File: src/rtl/slice_packer.sv
// Assembles a stream of BUS_SIZE words into one NUM_SLICES*BUS_SIZE word,
// filling slice 0 upward, then holds it under a valid/ready handshake.
//
// state | meaning
// FILL  | accepting input words into o_data[o_slice]
// HOLD  | assembled word presented on o_data, waiting for i_ready
module slice_packer #(
  parameter  int BITS_ENABLES = 2,
  parameter  int BUS_SIZE     = 8,
  localparam int NUM_SLICES   = 2**BITS_ENABLES
) (
  input  logic                           i_clk,
  input  logic                           i_reset,
  input  logic                           i_flush,
  input  logic                           i_valid,
  input  logic [BUS_SIZE-1:0]            i_data,
  output logic                           o_ready,
  output logic [NUM_SLICES*BUS_SIZE-1:0] o_data,
  output logic                           o_valid,
  input  logic                           i_ready,
  output logic [BITS_ENABLES-1:0]        o_slice
);

  typedef enum logic {FILL, HOLD} state_t;

  localparam logic [BITS_ENABLES-1:0] LAST_SLICE = BITS_ENABLES'(NUM_SLICES - 1);
  localparam logic [BITS_ENABLES-1:0] ONE        = BITS_ENABLES'(1);

  state_t state;

  // o_valid/o_ready are registered copies of the state so no input reaches them
  always_ff @(posedge i_clk or posedge i_reset) begin
    if (i_reset) begin
      state   <= FILL;
      o_slice <= '0;
      o_data  <= '0;
      o_valid <= 1'b0;
      o_ready <= 1'b1;
    end else if (i_flush) begin
      state   <= FILL;
      o_slice <= '0;
      o_data  <= '0;
      o_valid <= 1'b0;
      o_ready <= 1'b1;
    end else begin
      case (state)
        FILL: begin
          if (i_valid) begin
            o_data[int'(o_slice)*BUS_SIZE +: BUS_SIZE] <= i_data;
            if (o_slice == LAST_SLICE) begin
              o_slice <= '0;
              state   <= HOLD;
              o_valid <= 1'b1;
              o_ready <= 1'b0;
            end else begin
              o_slice <= o_slice + ONE;
            end
          end
        end
        HOLD: begin
          if (i_ready) begin
            state   <= FILL;
            o_data  <= '0;
            o_valid <= 1'b0;
            o_ready <= 1'b1;
          end
        end
        default: begin
          state   <= FILL;
          o_slice <= '0;
          o_data  <= '0;
          o_valid <= 1'b0;
          o_ready <= 1'b1;
        end
      endcase
    end
  end

endmodule

File: config.mk
export PLATFORM = sky130hd
export DESIGN_NAME = slice_packer
export DESIGN_NICKNAME = d
export VERILOG_FILES = /design/src/rtl/slice_packer.sv
export SDC_FILE = /design/constraint.sdc
export NUM_CORES = 1
export LEC_CHECK = 0
export CAP_MARGIN = 20
export CELL_PAD_IN_SITES_DETAIL_PLACEMENT = 0
export CELL_PAD_IN_SITES_GLOBAL_PLACEMENT = 2
export CORE_MARGIN = 8
export CORE_UTILIZATION = 31
export DETAILED_ROUTE_END_ITERATION = 10
export GPL_TIMING_DRIVEN = 0
export HOLD_SLACK_MARGIN = 0.1
export PLACE_DENSITY_LB_ADDON = 0.1
export SLEW_MARGIN = 20
export SYNTH_ARGS = -nofsm -noshare
export SYNTH_HDL_FRONTEND = slang
export SYNTH_SLANG_ARGS = --single-unit
File: constraint.sdc
create_clock -name i_clk -period 2.09 [get_ports i_clk]
set_input_delay 0.627 -clock i_clk [delete_from_list [all_inputs] [get_ports i_clk]]
set_output_delay 0.627 -clock i_clk [all_outputs]
set_load 0.03 [all_outputs]
Yosys cells after proc, flatten, opt, wreduce, memory -nomap -nowiden

Cells that the tools add are included.

Register bits after elaboration: 37
Input bits: 13
Output and inout port bits: 36
Word-level logic and storage cells: 43

Add/sub/neg operators: 2
Equal/unequal tests: 5
Shift operators: 2
Multiplexer cells: 24
Bitwise gates (word level): 1
Reductions and logical operators: 4

Operators with widths:

| cell                      | number |
|---|---|
| $mux W32                  | 3 |
| $pmux W32 S2              | 1 |
| $neg A5 Y33               | 1 |
| $shift A8 B33 Y32 const A | 1 |
| $shiftx A8 B33 Y32        | 1 |
| $bwmux W32                | 1 |
| $mux W1                   | 12 |
| $ne A3 B3 Y1 const B      | 3 |
| $mux W2                   | 4 |
| $pmux W1 S2               | 3 |
| $reduce_and A2 Y1         | 2 |
| $reduce_and A3 Y1         | 1 |
| $add A2 B1 Y2 const B     | 1 |
| $eq A2 B2 Y1 const B      | 1 |
| $ne A2 B2 Y1 const B      | 1 |
| $reduce_bool A2 Y1        | 1 |
| $not A1 Y1                | 1 |

Depth between registers and ports, before layout

Word-level depth: 6
Depth in mapped cells: 6
Gate-level depth less buffers: 5

Worst setup path before layout

Ideal clock, no wire load.

Path type: reg-to-reg
Start: reg o_slice[0]
End: reg o_data[0]
Library setup time: 0.125 ns
Arrival: 1.735 ns
Required time: 1.965 ns
Path slack: 0.230 ns
Cell stages (with the launch flop): 7
Path buffers: 1
Period minus slack after synthesis: 1.860 ns
Cells stage by stage: dfrtp_1 > inv_1 > ha_1 > dlymetal6s2s_1 > nand3b_1 > nor2_1 > mux2_2

Longest elaborated chain between the ends: 6
Elaborated cells on any way between the ends: 7
Those cells by class: add/sub: 1; shift: 2; mux: 4

RTL lines:

| element                                                 | line | text |
|---|---|---|
| start: declaration                                      | 21   | `output logic [BITS_ENABLES-1:0] o_slice` |
| start signal: assignment                                | 56   | `o_slice <= o_slice + ONE;` |
| $neg A5 Y33 (*)                                         | 49   | `o_data[int'(o_slice)*BUS_SIZE +: BUS_SIZE] <= i_data;` |
| $shiftx A8 B33 Y32 or $shift A8 B33 Y32 (tied branches) | 49   |  |
| $bwmux W32 (*)                                          | 49   |  |
| $mux W32 (*)                                            | 48   | `if (i_valid) begin` |
| $pmux W32 S2 (*)                                        | 46   | `case (state)` |
| $mux W32 (*)                                            | 39   | `end else if (i_flush) begin` |
| end signal: indexed assignment                          | 49   |  |
| end: declaration                                        | 18   | `output logic [NUM_SLICES*BUS_SIZE-1:0] o_data,` |

Mark *: on every way between the ends. The rest lies on a longest branch, timed or not. The select of a mux whose other input is x is not followed.
A chain may end at the register's enable or synchronous reset.

Final worst setup path

Start: reg o_data[25]
End: out o_data[25]

No word-level cell between the ends.

==> metrics <==
Residual DRC 0; worst skew pair latency between 0.2 and 0.3 ns; clk root buf clkbuf_8; RSZ-0062 raised after global routing no; pins over their slew limit 0; Max-Cap Viols 0; worst r2r src o_slice[0]$_DFFE_PP0P_; crit-path cells clkdlybuf4s50_1; number of global-route vias before repair 1,484; Reg-to-Reg End o_data[17]$_DFFE_PP0P_; sequential fraction of the synthesis area 0.478; clock-pin slew on the worst setup and hold paths 0.07 ns; upper clock frequency limit 0.507 GHz; GRT Residual Overflow 0; Mapped Cells 164; Vias per Instance ~4.6; Worst Clk Skew 0.00527 ns; clk buf depth 2; first-pass GRT wire length around 7800 um; area added between synthesis and finish 36.9%; delay-heaviest family, CP buffers and inverters; H-tree lvl count 2; Core ar. around 6200 um2; Netlist Area Pre-Place approximately 1900 um2; Max stage delay cell, worst path clkdlybuf4s50_1; initial core utilization 0.313; gr usage total 0.114; CTS tree built; area leader, netlist dfrtp_1; cell area power density 678 nW/um2; Psw 497 uW; Net Sw Frac 0.276; die height 95.1 um; Synth top cells by count dfrtp_1, mux2_2, inv_1, nor2_1, mux2i_1; cts hold-fix bufs 0; Buf+Inv Stages, Crit Path 1; CP endpoint o_data[25]; worst hold margin 0.475 ns; total die area 9050 um2; Crit Path Category flip-flop to output port; Async S/R FF share, synth 1.00; area share of the largest cell type after synthesis 0.464; initial DRC count 59; initial antenna violation count 0; max_slew headroom 0.680; share of power burned in registers 0.425; overall die width 95.1 um; most numerous cell in the Yosys netlist dfrtp_1; fin crit share 0.944; # rows 29; Post-synth EDFFs 0; worst-path maximum fanout 2; top post-synthesis cells by area dfrtp_1, mux2_2, mux2_4; Crit path largest cell delay a little under 0.7 ns; vias after detailed routing 1,361; Hold Path Class flip-flop to flip-flop; Placer Congestion 0.708; Final Setup Violations 0; Syn Nets 182; Hold Path Depth 2; cell count along the critical path 1; Pint 1300 uW; met2 Usage GRT 0.180; Post-Route WL approximately 4900 um; Buffers on Ports 48; Warnings, synthesis 0; worst reg-to-reg setup slack 0.20 ns; I/O pin count 49; pin count of the biggest net entering global routing 21; Final Hold Vio Count 0; Worst setup startpoint o_data[25]$_DFFE_PP0P_; status finished, final reports clean; Top Usage Layer GRT met2; routing usage on met1 0.145; #FFs+latches synth 37; WL per Instance 16.3 um; post-route antenna net violation count 0; Distinct cells, synth 28; clock share of power 0.357; CP endpoint kind output port; Worst EP arrival 1.35 ns; filler cell count 640; final-stage net count between 200 and 250; CP required around 1.5 ns; Reg2Reg Depth 6; met3 Usage GRT 0.0362; Post-DP HPWL 3650 um; Comb power frac 0.218; Tot Pwr between 1500 and 2000 uW; n_diodes 0; Slew @ Worst Pin 0.479 ns; number of CTS-inserted buffers 5; DRT Pass-1 Iters 4; Syn Area/Cell 11.8 um2; Worst setup SP type flip-flop; share of cells above drive strength 1 0.225; post-route minimum period 1.97 ns; P_leak 0.00124 uW; Synth Flop Type dfrtp_1; Clock Sinks 37; peak supply drop 0.000293 V
-- worst min path at each step --
stage                              from                  end  slack, ns
floorplan           o_ready$_DFFE_PP1P_  o_ready$_DFFE_PP1P_       0.52
global placement    o_ready$_DFFE_PP1P_  o_ready$_DFFE_PP1P_       0.46
detailed placement  o_ready$_DFFE_PP1P_  o_ready$_DFFE_PP1P_       0.48
CTS                 o_ready$_DFFE_PP1P_  o_ready$_DFFE_PP1P_       0.48
global route        o_ready$_DFFE_PP1P_  o_ready$_DFFE_PP1P_       0.52
finish              o_ready$_DFFE_PP1P_  o_ready$_DFFE_PP1P_       0.48
-- state kept, by name (all words and copies together), names as in the netlist --
register / flops
state: 1
o_data: 32
o_ready: 1
o_valid: 1
o_slice: 2
-- area by class of cell --
class,count,area [um2],area share
Sequential cell,37,927,0.349
Timing Repair Buffer,50,512,0.193
Buffer,12,91.3,0.0344
Tap cell,77,96.3,0.0363
Clock inverter,1,30.0,0.0113
Inverter,12,45.0,0.0169
Multi-Input combinational cell,103,870,0.327
Clock buffer,7,86.3,0.0325
-- cell usage in the layout, fill, tap and decap left out, types with 7 or more instances in the layout --
master           count
nand2_1              7
nand4_1              8
clkdlybuf4s50_1     45
dfrtp_1             36
nand3b_1             8
inv_1               11
mux2_2              16
and3_1               8
nor2_1              12
mux2i_1             10
mux2_4               9
-- logic make-up (layout without fill, tap and decap cells) --
logic type	count (synthesis)	count (layout)	share of synthesized area
AO/OA/AOI/OAI	6	6	0.0251
XOR/XNOR	1	1	0.00451
adder cells (fa/ha/maj)	5	5	0.0322
buffers and inverters	24	82	0.0741
flip-flops	37	37	0.478
multiplexers	35	35	0.214
AND/OR/NAND/NOR	56	56	0.172
-- per-layer routing --
layer  part of all wire  wire (um)  up-vias
li1                   -          -      677
met3              0.057        277        6
met1               0.47       2300      650
met2               0.46       2240       28
met4              0.012         57        0
met5                  0          0        -
-- timing repair --
action	in CTS	in global routing
pin swaps	0	1
setup endpoints to repair	3	3
cloned	0	0
hold endpoints to repair	0	0
setup buffers	0	1
gates resized for setup	3	1
-- power by group through the flow --
stage	clock network, uW	registers (uW)	logic, uW
after detailed placement	0	779	405
after floorplan	0	827	211
after global routing	697	771	428
final	643	766	393
after CTS	661	766	402
after global placement	0	778	397
-- per-stage QoR --
step | area [um2] | util | TNS (ns) | instances | worst slack, ns
finish | 2660 | 0.428 | 0 | 299 | 0.117
global route | 2660 | 0.428 | 0 | 299 | 0.0358
CTS | 2660 | 0.428 | 0 | 298 | 0.0927
detailed placement | 2540 | 0.410 | -4.70 | 290 | -0.209
global placement | 2520 | 0.406 | -11.88 | 289 | -0.213
floorplan | 1940 | - | 0 | 164 | 0.230
No activity file was read; power rests on OpenSTA's default activity.
==> patch: new RTL, same flow settings <==
Set the parameter `BITS_ENABLES` to 3 (it was 2).
--- a/src/rtl/slice_packer.sv
+++ b/src/rtl/slice_packer.sv
@@ -5,7 +5,7 @@
 // FILL  | accepting input words into o_data[o_slice]
 // HOLD  | assembled word presented on o_data, waiting for i_ready
 module slice_packer #(
-  parameter  int BITS_ENABLES = 2,
+  parameter  int BITS_ENABLES = 3,
   parameter  int BUS_SIZE     = 8,
   localparam int NUM_SLICES   = 2**BITS_ENABLES
 ) (
Ports: changed (resized o_data and o_slice); port bits go from 49 to 82. No check against the original RTL was run, so the function may have changed too.
==> patch against the original RTL <==
- power is 55% higher
- sequential cell count increased by 33
- via count is 75% higher
- clock skew up 0.0064 ns
- first-iteration DRC count increased by 120%
- combinational power grew 11%
- routed wire length is 96% higher
- final area grew 67%
- count of clock-buffer cells in the layout rose by 2
- worst setup slack lost 0.067 ns
- synthesized area is 58% higher
- global-route usage rose by 3.6 points
==> patch: results (changes against the original RTL) <==
status complete, no violations (unchanged); slowest cell on the critical path clkdlybuf4s50_1 (unchanged); seq pwr 1380 uW (was 766 uW); hold path cells 1 (was 2); Diodes inserted 0 (unchanged); Starting DRT DRC Count 129 (was 59); Layout Nets 348 (was 239); maximum vdd ir drop 336 uV (was 293 uV); leakage power 0.00191 uW (was 0.00124 uW); cell-internal power 1950 uW (was 1300 uW); biggest regs o_data: 64 flops, o_slice: 3 flops (was o_data: 32 flops, o_slice: 2 flops); CP top delay family buffers and inverters (unchanged); Worst Skew 0.0116 ns (was 0.00527 ns); met2 WL 4.53 mm (was 2.24 mm); total track usage 0.150 (was 0.114); RR Endpoint o_data[49] (was o_data[17]); RR Startpoint o_slice[0] (unchanged); DPL Wire Length 6.95 mm (was 3.65 mm); Clock power frac 0.351 (was 0.357); Worst R2R Path Depth 8 (was 6); clk slew on worst S/H paths 0.08 ns; hold_buf cts 0 (unchanged); DP Area 4140 um^2 (was 2540 um^2); CTS Buffer Depth 2 (unchanged); M2 GR Usage 0.238 (was 0.180); metal1 wirelength 4.43 mm (was 2.30 mm); combinational share of power 0.156 (was 0.218); Num CTS Buffers 9 (was 5); sequential fraction of the synthesis area 0.572 (was 0.478); global-route wire length before repair 15.3 mm (was 7.76 mm); Hold Path Class reg -> reg (unchanged); met1 Track Usage GR 0.199 (was 0.145); gpl congestion 0.776 (was 0.708); HP Start o_data[39] (was o_ready); ranking of synthesized cells by area dfrtp_1 (56%), a22o_1 (12%), a32o_1 (5.5%) (was dfrtp_1 (46%), mux2_2 (9.3%), mux2_4 (7.0%)); worst-skew pair later-pin latency 0.34 ns (was 0.29 ns); Hold EP o_data[39] (was o_ready); met3 WL 529 um (was 277 um); R2R setup slack 0.05 ns (was 0.20 ns); distinct cell type count after synthesis 41 (was 28); syn_nets 253 (was 182); final WL 9.57 mm (was 4.88 mm); Port Buffer Count 75 (was 48); synth cell count leaders dfrtp_1 (69), a22o_1 (41), a32o_1 (17) (was dfrtp_1 (36), mux2_2 (16), inv_1 (12), nor2_1 (12), mux2i_1 (10)); largest net degree at the start of global routing 28 (was 21); met3 Usage GRT 0.0417 (was 0.0362); vias in the first global route 2546 (was 1484); Worst slew margin 0.503 (was 0.680); post-synthesis async set-or-reset flop share 1.00 (unchanged); Top Metal Used met4 (unchanged); CP max FO 3 (was 2); DR vias 2386 (was 1361); H-tree depth 3 (was 2); Arr. time, crit path 1.41 ns (was 1.35 ns); initial antenna violation count 0 (unchanged); layout cells sized above 1 0.211 (was 0.225)
==> patch: cell count changes after synthesis, moves of 8 or more <==
cell	delta
and3_1	-8
dfrtp_1	+33
nor4_1	+8
a32o_1	+17
nand4_1	-8
mux2_2	-12
a22o_1	+41
mux2_4	-9
==> patch: metrics by stage <==
stage / hold WS, ns / std cells / worst slack, ns
after global routing: 0.525 / 465 / -0.0130
after global placement: 0.486 / 440 / -0.520
after CTS: 0.508 / 464 / 0.00501
final: 0.504 / 465 / 0.0495
after floorplan: 0.571 / 232 / -0.0326
after detailed placement: 0.480 / 442 / -0.494
==> patch: area by class of cell <==
type | count | area (um^2)
fillers | 941 | 5250
flip-flops and latches | 70 | 1760
multi-input cells | 137 | 1340
repair buffers | 88 | 880
well taps | 133 | 166
clock buffers | 9 | 124
plain buffers | 12 | 78.8
clock inverters | 7 | 48.8
inverters | 9 | 40.0
==> patch: repair_timing <==
action,in CTS,in global routing
pin swaps,3,0
buffers inserted,9,2
gates resized for setup,15,2
cloned,0,0
setup endpoints to repair,68,22
==> patch: cell families (layout without fill, tap and decap cells) <==
kind of cell / count (synthesis) / in the layout / share of synthesized area
AND/OR/NAND/NOR: 46 / 46 / 0.101
buffers and inverters: 25 / 125 / 0.0388
adder cells (fa/ha/maj): 8 / 8 / 0.0326
multiplexers: 7 / 7 / 0.0245
AO/OA/AOI/OAI: 76 / 76 / 0.231
flip-flops: 70 / 70 / 0.572
==> patch: worst max-delay path by stage <==
stage	start	cells past startpoint	slack, ns	to
finish	o_slice[0]	1	0.05	o_slice[0]
global route	o_slice[0]	8	-0.01	o_data[49]
global placement	i_valid	5	-0.52	o_data[40]
detailed placement	i_valid	5	-0.49	o_data[40]
CTS	o_slice[1]	1	0.005	o_slice[1]
floorplan	o_slice[0]	8	-0.03	o_data[48]
